<file path="src/rtl/sdram_pkg.sv">
// rtl/sdram_pkg.sv - shared types and defaults for the two-port SDRAM arbiter
package sdram_pkg;

    localparam int SDRAM_ADDR_DEPTH = 25;

    typedef enum logic {
        ST_IDLE  = 1'b0,
        ST_ISSUE = 1'b1
    } sdram_state_t;

    // Identifies which requester owns a command or an outstanding read.
    typedef logic port_tag_t;

endpackage

</file>
<file path="src/rtl/sdram_tag_fifo.sv">
// rtl/sdram_tag_fifo.sv - in-order queue of port tags for reads awaiting return data
//
// Ports:
//   clk, rst_n      clock, asynchronous active-low reset
//   push, tag_in    enqueue the owning port of a newly accepted read
//   pop, tag_out    dequeue on read return; tag_out is the oldest entry
//   count           number of reads in flight
//   full, empty     occupancy flags
module sdram_tag_fifo
    import sdram_pkg::*;
#(
    parameter int DEPTH = 4
) (
    input  logic                     clk,
    input  logic                     rst_n,
    input  logic                     push,
    input  logic                     pop,
    input  logic                     tag_in,
    output logic                     tag_out,
    output logic [$clog2(DEPTH):0]   count,
    output logic                     full,
    output logic                     empty
);

    localparam int PW = $clog2(DEPTH);
    localparam logic [PW-1:0] PTR_ONE  = PW'(1);
    localparam logic [PW:0]   CNT_ONE  = (PW+1)'(1);
    localparam logic [PW:0]   CNT_FULL = (PW+1)'(DEPTH);

    logic [DEPTH-1:0] mem_q, mem_d;
    logic [PW-1:0]    wr_ptr_q, wr_ptr_d;
    logic [PW-1:0]    rd_ptr_q, rd_ptr_d;
    logic [PW:0]      count_q, count_d;
    logic             do_push;
    logic             do_pop;

    assign full    = (count_q == CNT_FULL);
    assign empty   = (count_q == '0);
    assign count   = count_q;
    assign tag_out = mem_q[rd_ptr_q];

    // A pop frees the slot in the same cycle, so a push into a full queue
    // is accepted when it coincides with a pop.
    assign do_push = push && (!full || pop);
    assign do_pop  = pop && !empty;

    always_comb begin
        mem_d    = mem_q;
        wr_ptr_d = wr_ptr_q;
        rd_ptr_d = rd_ptr_q;
        count_d  = count_q;
        if (do_push) begin
            mem_d[wr_ptr_q] = tag_in;
            wr_ptr_d        = wr_ptr_q + PTR_ONE;
        end
        if (do_pop) begin
            rd_ptr_d = rd_ptr_q + PTR_ONE;
        end
        case ({do_push, do_pop})
            2'b10:   count_d = count_q + CNT_ONE;
            2'b01:   count_d = count_q - CNT_ONE;
            default: count_d = count_q;
        endcase
    end

    always_ff @(posedge clk or negedge rst_n) begin
        if (!rst_n) begin
            mem_q    <= '0;
            wr_ptr_q <= '0;
            rd_ptr_q <= '0;
            count_q  <= '0;
        end else begin
            mem_q    <= mem_d;
            wr_ptr_q <= wr_ptr_d;
            rd_ptr_q <= rd_ptr_d;
            count_q  <= count_d;
        end
    end

endmodule

</file>
<file path="src/rtl/sdram_arbiter_2p.sv">
// rtl/sdram_arbiter_2p.sv - round-robin two-port arbiter in front of a byte SDRAM controller
//
// Ports:
//   clk, rst_n                       clock, asynchronous active-low reset
//   p<i>_req/we/addr/wdata           port command, held until p<i>_ack
//   p<i>_ack                         command accepted by the controller
//   p<i>_rvalid, p<i>_rdata          read return routed to the owning port
//   sd_wr, sd_rd, sd_addr, sd_wdata  command to the controller, held until sd_rdy
//   sd_rdy, sd_val, sd_rdata         controller accept and read return
//   err_orphan                       sticky: read data arrived with none outstanding
module sdram_arbiter_2p
    import sdram_pkg::*;
#(
    parameter int TAG_DEPTH  = 4,
    parameter int ADDR_DEPTH = SDRAM_ADDR_DEPTH
) (
    input  logic                  clk,
    input  logic                  rst_n,
    input  logic                  p0_req,
    input  logic                  p0_we,
    input  logic [ADDR_DEPTH-1:0] p0_addr,
    input  logic [7:0]            p0_wdata,
    output logic                  p0_ack,
    output logic                  p0_rvalid,
    output logic [7:0]            p0_rdata,
    input  logic                  p1_req,
    input  logic                  p1_we,
    input  logic [ADDR_DEPTH-1:0] p1_addr,
    input  logic [7:0]            p1_wdata,
    output logic                  p1_ack,
    output logic                  p1_rvalid,
    output logic [7:0]            p1_rdata,
    output logic                  sd_wr,
    output logic                  sd_rd,
    output logic [ADDR_DEPTH-1:0] sd_addr,
    output logic [7:0]            sd_wdata,
    input  logic                  sd_rdy,
    input  logic                  sd_val,
    input  logic [7:0]            sd_rdata,
    output logic                  err_orphan
);

    localparam int CW = $clog2(TAG_DEPTH) + 1;
    localparam logic [CW-1:0] CNT_DEPTH = CW'(TAG_DEPTH);

    sdram_state_t          state_q, state_d;
    port_tag_t             grant_q, grant_d;
    port_tag_t             last_grant_q, last_grant_d;
    logic                  we_q, we_d;
    logic [ADDR_DEPTH-1:0] addr_q, addr_d;
    logic [7:0]            wdata_q, wdata_d;
    logic                  err_orphan_q, err_orphan_d;

    logic          fifo_push;
    logic          fifo_pop;
    port_tag_t     fifo_tag_out;
    logic [CW-1:0] fifo_count;
    logic          fifo_full;
    logic          fifo_empty;

    logic      issuing;
    logic      accept;
    logic      rd_room;
    logic      elig0;
    logic      elig1;
    port_tag_t pick;

    sdram_tag_fifo #(
        .DEPTH (TAG_DEPTH)
    ) u_tag_fifo (
        .clk     (clk),
        .rst_n   (rst_n),
        .push    (fifo_push),
        .pop     (fifo_pop),
        .tag_in  (grant_q),
        .tag_out (fifo_tag_out),
        .count   (fifo_count),
        .full    (fifo_full),
        .empty   (fifo_empty)
    );

    assign issuing = (state_q == ST_ISSUE);
    assign accept  = issuing && sd_rdy;
    assign rd_room = (fifo_count < CNT_DEPTH);
    assign elig0   = p0_req && (p0_we || rd_room);
    assign elig1   = p1_req && (p1_we || rd_room);

    // Reads are only granted with room in the queue, so the full guard never
    // drops a tag; it keeps the queue consistent if that ever changes.
    assign fifo_push = accept && !we_q && !fifo_full;
    assign fifo_pop  = sd_val && !fifo_empty;

    assign sd_rd      = issuing && !we_q;
    assign sd_wr      = issuing && we_q;
    assign sd_addr    = addr_q;
    assign sd_wdata   = wdata_q;
    assign p0_ack     = accept && (grant_q == 1'b0);
    assign p1_ack     = accept && (grant_q == 1'b1);
    assign p0_rvalid  = fifo_pop && (fifo_tag_out == 1'b0);
    assign p1_rvalid  = fifo_pop && (fifo_tag_out == 1'b1);
    assign p0_rdata   = sd_rdata;
    assign p1_rdata   = sd_rdata;
    assign err_orphan = err_orphan_q;

    always_comb begin
        state_d      = state_q;
        grant_d      = grant_q;
        last_grant_d = last_grant_q;
        we_d         = we_q;
        addr_d       = addr_q;
        wdata_d      = wdata_q;
        err_orphan_d = err_orphan_q | (sd_val && fifo_empty);

        // With both eligible the port not served last wins; otherwise the
        // single eligible port wins.
        if (elig0 && elig1) begin
            pick = ~last_grant_q;
        end else begin
            pick = elig1;
        end

        case (state_q)
            ST_IDLE: begin
                if (elig0 || elig1) begin
                    state_d = ST_ISSUE;
                    grant_d = pick;
                    we_d    = pick ? p1_we    : p0_we;
                    addr_d  = pick ? p1_addr  : p0_addr;
                    wdata_d = pick ? p1_wdata : p0_wdata;
                end
            end
            ST_ISSUE: begin
                if (sd_rdy) begin
                    state_d      = ST_IDLE;
                    last_grant_d = grant_q;
                end
            end
            default: state_d = ST_IDLE;
        endcase
    end

    always_ff @(posedge clk or negedge rst_n) begin
        if (!rst_n) begin
            state_q      <= ST_IDLE;
            grant_q      <= 1'b0;
            last_grant_q <= 1'b1;
            we_q         <= 1'b0;
            addr_q       <= '0;
            wdata_q      <= '0;
            err_orphan_q <= 1'b0;
        end else begin
            state_q      <= state_d;
            grant_q      <= grant_d;
            last_grant_q <= last_grant_d;
            we_q         <= we_d;
            addr_q       <= addr_d;
            wdata_q      <= wdata_d;
            err_orphan_q <= err_orphan_d;
        end
    end

endmodule

</file>
<file path="config.mk">
export PLATFORM = sky130hd
export DESIGN_NAME = sdram_arbiter_2p
export DESIGN_NICKNAME = d
export VERILOG_FILES = /design/src/rtl/sdram_pkg.sv /design/src/rtl/sdram_tag_fifo.sv /design/src/rtl/sdram_arbiter_2p.sv
export SDC_FILE = /design/constraint.sdc
export NUM_CORES = 1
export LEC_CHECK = 0
export ABC_CLOCK_PERIOD_IN_PS = 2220
export BUFFER_PORTS_ARGS = -buffer_cell sky130_fd_sc_hd__buf_2
export CAP_MARGIN = 20
export CORE_ASPECT_RATIO = 0.8
export CORE_MARGIN = 2
export CORE_UTILIZATION = 30
export DETAILED_ROUTE_END_ITERATION = 16
export GPL_TIMING_DRIVEN = 0
export PLACE_DENSITY_LB_ADDON = 0.3
export SYNTH_ARGS = -nofsm -noshare
export SYNTH_HDL_FRONTEND = slang
export SYNTH_HIERARCHICAL = 1
export SYNTH_SLANG_ARGS = --single-unit
</file>
<file path="constraint.sdc">
create_clock -name clk -period 2.22 [get_ports clk]
set_input_delay 0.444 -clock clk [delete_from_list [all_inputs] [get_ports clk]]
set_output_delay 0.444 -clock clk [all_outputs]
set_load 0.01 [all_outputs]
</file>
==> flow_results.org <==
** Synthesis
- Counting distinct cell types in the post-synthesis netlist gives 37.
- Yosys attributes the largest share of cell area to sky130_fd_sc_hd__dfrtp_1, sky130_fd_sc_hd__a2bb2oi_1, sky130_fd_sc_hd__a21oi_1.
- Yosys warning count :: 6
- Number of standard cells after synthesis :: 244
- After synthesis the netlist holds a flip-flop and latch count of 49.
- Most used flip-flop cell after synthesis :: sky130_fd_sc_hd__dfrtp_1
- Xor/xnor cell area share of the yosys netlist :: 0.0205
- Summed over all instances, the cell type with the most area after synthesis is sky130_fd_sc_hd__dfrtp_1.
- Most frequent cells after synthesis :: sky130_fd_sc_hd__dfrtp_1, sky130_fd_sc_hd__nand2_1, sky130_fd_sc_hd__a21oi_1, sky130_fd_sc_hd__a2bb2oi_1, sky130_fd_sc_hd__buf_4
- After synthesis, the largest family of logic cells by area is compound AO/OA/AOI/OAI gates.
- Area fraction in and, or, nand and nor cells after synthesis :: 0.120
- In the synthesized netlist the async set-or-reset flop fraction comes to 1.00.
- Arithmetic-cell share of the synthesized area counting full adders, half adders and majority gates :: 0.0323
- Most instantiated library cell after synthesis :: sky130_fd_sc_hd__dfrtp_1
- Of the synthesized area, sequential elements account for 0.480.
- Synthesized area per cell :: 10.5 sq um
- The share of synthesized area in the top cell type comes to 0.469.
- Fraction of the mapped netlist area in compound gates :: 0.220
- Number of synthesized flops with an enable pin :: 0
- The cell area that synthesis handed to floorplanning was 0.00256 sq mm.
- Synthesized Nets :: 332
- The portion of synthesized area spent on multiplexers is 0.0362.

** Placed design
- Instance area after placement :: 0.00337 sq mm
- During placement, the flow inserted port buffers numbering 129.
- Prior to clock tree synthesis, the placed netlist has a worst setup slack of -0.201 ns.
- The number of placed instances, taps included, is 485.
- Routability-driven placement finished with a final weighted congestion of 0.693.
- Detailed placement finished with a half-perimeter wire length of 4870 microns.

** Timing
- Of the available clock period, the critical path in the final layout requires 1.02.
- Setup violations remaining at the end of the flow were counted as 1.
- Setup total negative slack on the finished layout was measured at -0.0351 ns.
- The smallest clock period supported by the final layout is computed as 2.26 ns.
- Worst clock skew :: 0.0102 ns
- In this run the tightest slew margin relative to its limit is 0.639.
- Least setup slack across all paths after layout :: -0.0351 ns
- FMAX :: 443 MHz
- At the pin with the least slew margin, the transition time is 0.542 ns.
- Setup repair after global routing could not meet its margin everywhere.
- Slew Viols, Final :: 0
- The final hold violation count was 0.

** Worst setup path
- Kind of start point of the critical path :: flop
- Endpoint type of the worst setup path :: flop
- Of all nets on the critical path, the largest fanout is 4.
- Cell repeated most along the worst path :: sky130_fd_sc_hd__xor2_1
- Cell-by-cell trace of the critical path :: nor3_4, nor2b_2, nor4b_4, nand2b_4, ha_4, inv_1, fa_2, xor2_1, nor2_1, xor2_1
- In this run the critical register-to-register path is launched from u_tag_fifo/count[0].
- Type of the setup path with the least slack :: flop to flop
- For the worst setup path, the data required time is 2.45 ns.
- On the critical path, the stage with the largest delay is an instance of sky130_fd_sc_hd__dfrtp_2.
- Grouping stages by cell kind, the critical path spends the most delay in simple AND/OR/NAND/NOR gates.
- Worst setup path start :: u_tag_fifo/count[0]
- Largest stage delay on the critical path :: 0.45 ns
- At the worst endpoint, the arrival time is 2.49 ns.
- Together, buffers and inverters on the worst path number 1.

** Global route
- The first global-routing pass estimated 10,400 microns of wire.
- For this run the aggregate overflow at the end of global routing stands at 0.
- The initial antenna violation count is 0.
- Largest net degree at the start of global routing :: 50
- The number of global-route vias before repair was 2,129.
- Gr usage total :: 0.142

** Clock tree
- Clock-pin slew was measured on the worst setup and hold paths at 0.10 ns.
- CTS saw 49 sinks.
- The root buffer cell chosen for the clock tree is sky130_fd_sc_hd__clkbuf_8.
- Number of buffers on the longest clock path :: 2
- Number of buffers created by CTS :: 5
- TritonCTS clock tree :: done
- The H-tree was split into 2 levels.
- Latest clock arrival within the worst-skew pair :: 0.30 ns
- Number of buffers inserted for hold repair after clock tree synthesis :: 0

** Floorplanning
- Rows :: 30
- Die boundary height :: 86.6 microns
- The floorplan step defined a core boundary enclosing 0.00837 sq mm.
- The floorplan step set the die width to 107 microns.
- For this configuration, the core starts out at a cell density of 0.306.
- 138 I/O pins were placed.
- The die covers 0.00929 sq mm.

** Layout
- In the final layout, the share of cells above drive strength 1 is 0.495.
- The finished cells cover 0.00357 sq mm.
- Number of diodes :: 0
- Fin util :: 0.426
- Relative to the synthesized area, the layout overhead comes to 39.4%.
- In the final design database the tool counted 477 nets.
- Fin cells :: 502
- Fill cells in the final layout number 822.

** Routing
- The detail route stage leaves a number of antenna-violating nets equal to 0.
- The pre-antenna-repair detailed-routing pass consisted of 4 iterations.
- Initial DRC Count :: 69
- Total Wirelength :: 6720 microns
- Residual DRC :: 0
- Per-cell via count in the routed design :: 4.62
- Detailed-route wire length per cell :: 13.4 microns
- Overall via count from detail_route :: 2,320

** Outcome
- Violated checks :: negative setup slack
- Status :: complete, but fails checks

** Run
- Maximum Capacitance Violations :: 0

** Pwr
- Power density cells :: 1230 mW/mm^2
- Pleak :: 1.84 nW
- Worst vdd ir :: 0.530 mV

** Min path
- Classification of the worst-slack hold path :: input port to asynchronous set/reset pin
==> power breakdown <==
group / switching (mW) / internal (mW) / total (mW)
clock: 0.309 / 0.253 / 0.563
sequential: 0.317 / 1.35 / 1.67
combinational: 1.04 / 1.13 / 2.17
==> flip-flops by register name, summed over array words and instances, names as in the netlist <==
signal               count
sd_addr                 25
u_tag_fifo/rd_ptr_q      2
last_grant_q             1
u_tag_fifo/mem_q         4
sd_wdata                 8
grant_q                  1
u_tag_fifo/count         3
u_tag_fifo/wr_ptr_q      2
we_q                     1
issuing                  1
err_orphan               1
==> layout by cell type (no fill, tap or decap), types with 5 or more instances in the layout <==
| master | count |
|---|---|
| sky130_fd_sc_hd__clkbuf_8 | 6 |
| sky130_fd_sc_hd__a2bb2oi_1 | 34 |
| sky130_fd_sc_hd__buf_2 | 136 |
| sky130_fd_sc_hd__nor2_1 | 7 |
| sky130_fd_sc_hd__nand2_1 | 42 |
| sky130_fd_sc_hd__buf_4 | 26 |
| sky130_fd_sc_hd__dfrtp_1 | 45 |
| sky130_fd_sc_hd__inv_1 | 5 |
| sky130_fd_sc_hd__a21oi_1 | 34 |
==> stage by stage <==
step / power (mW) / hold slack (ns)
final: 4.40 / 0.107
after global routing: 4.74 / 0.135
after CTS: 4.40 / 0.349
after detailed placement: 3.74 / 0.460
after global placement: 3.71 / 0.437
after floorplan: 3.00 / 0.148
==> cells by family (layout without fill, tap and decap cells) <==
| kind of cell | Yosys count | in the layout |
|---|---|---|
| AO/OA/AOI/OAI | 77 | 77 |
| XOR/XNOR | 6 | 6 |
| adder cells (fa/ha/maj) | 6 | 6 |
| buffers and inverters | 35 | 181 |
| flip-flops | 49 | 49 |
| multiplexers | 7 | 7 |
| AND/OR/NAND/NOR | 64 | 64 |
==> per-layer routing <==
layer / GRT usage / vias up / part of all wire
met1: 0.204 / 1085 / 0.47
met5: 0 / - / 0
met3: 0.0361 / 7 / 0.076
met4: 0.0378 / 0 / 0.012
li1: - / 1126 / -
met2: 0.213 / 102 / 0.44
==> final cells by class <==
cell class / count / area [sq um] / share of cell area
flip-flops and latches: 49 / 1230 / 0.345
multi-input cells: 160 / 1130 / 0.316
repair buffers: 138 / 738 / 0.207
plain buffers: 29 / 211 / 0.0593
well taps: 112 / 140 / 0.0393
clock buffers: 6 / 82.6 / 0.0232
inverters: 6 / 22.5 / 0.00632
clock inverters: 2 / 13.8 / 0.00386
==> what timing repair did <==
item	CTS	global route
setup buffers	3	5
setup endpoints to repair	2	1
pin swaps	1	3
gates resized for setup	3	0
==> path summary, 6_finish.rpt <==
path / to / slack [ns] / depth (start not counted)
min in group clk: err_orphan / 0.35 / 2
min: sd_addr[23] / 0.11 / 1
min reg2reg: err_orphan / 0.46 / 1
max: u_tag_fifo/count[2] / -0.04 / 10
max reg2reg: u_tag_fifo/count[2] / -0.04 / 10
max in group asynchronous: sd_addr[10] / 1.56 / 2
Note: power is estimated with default switching activity, not from simulation.
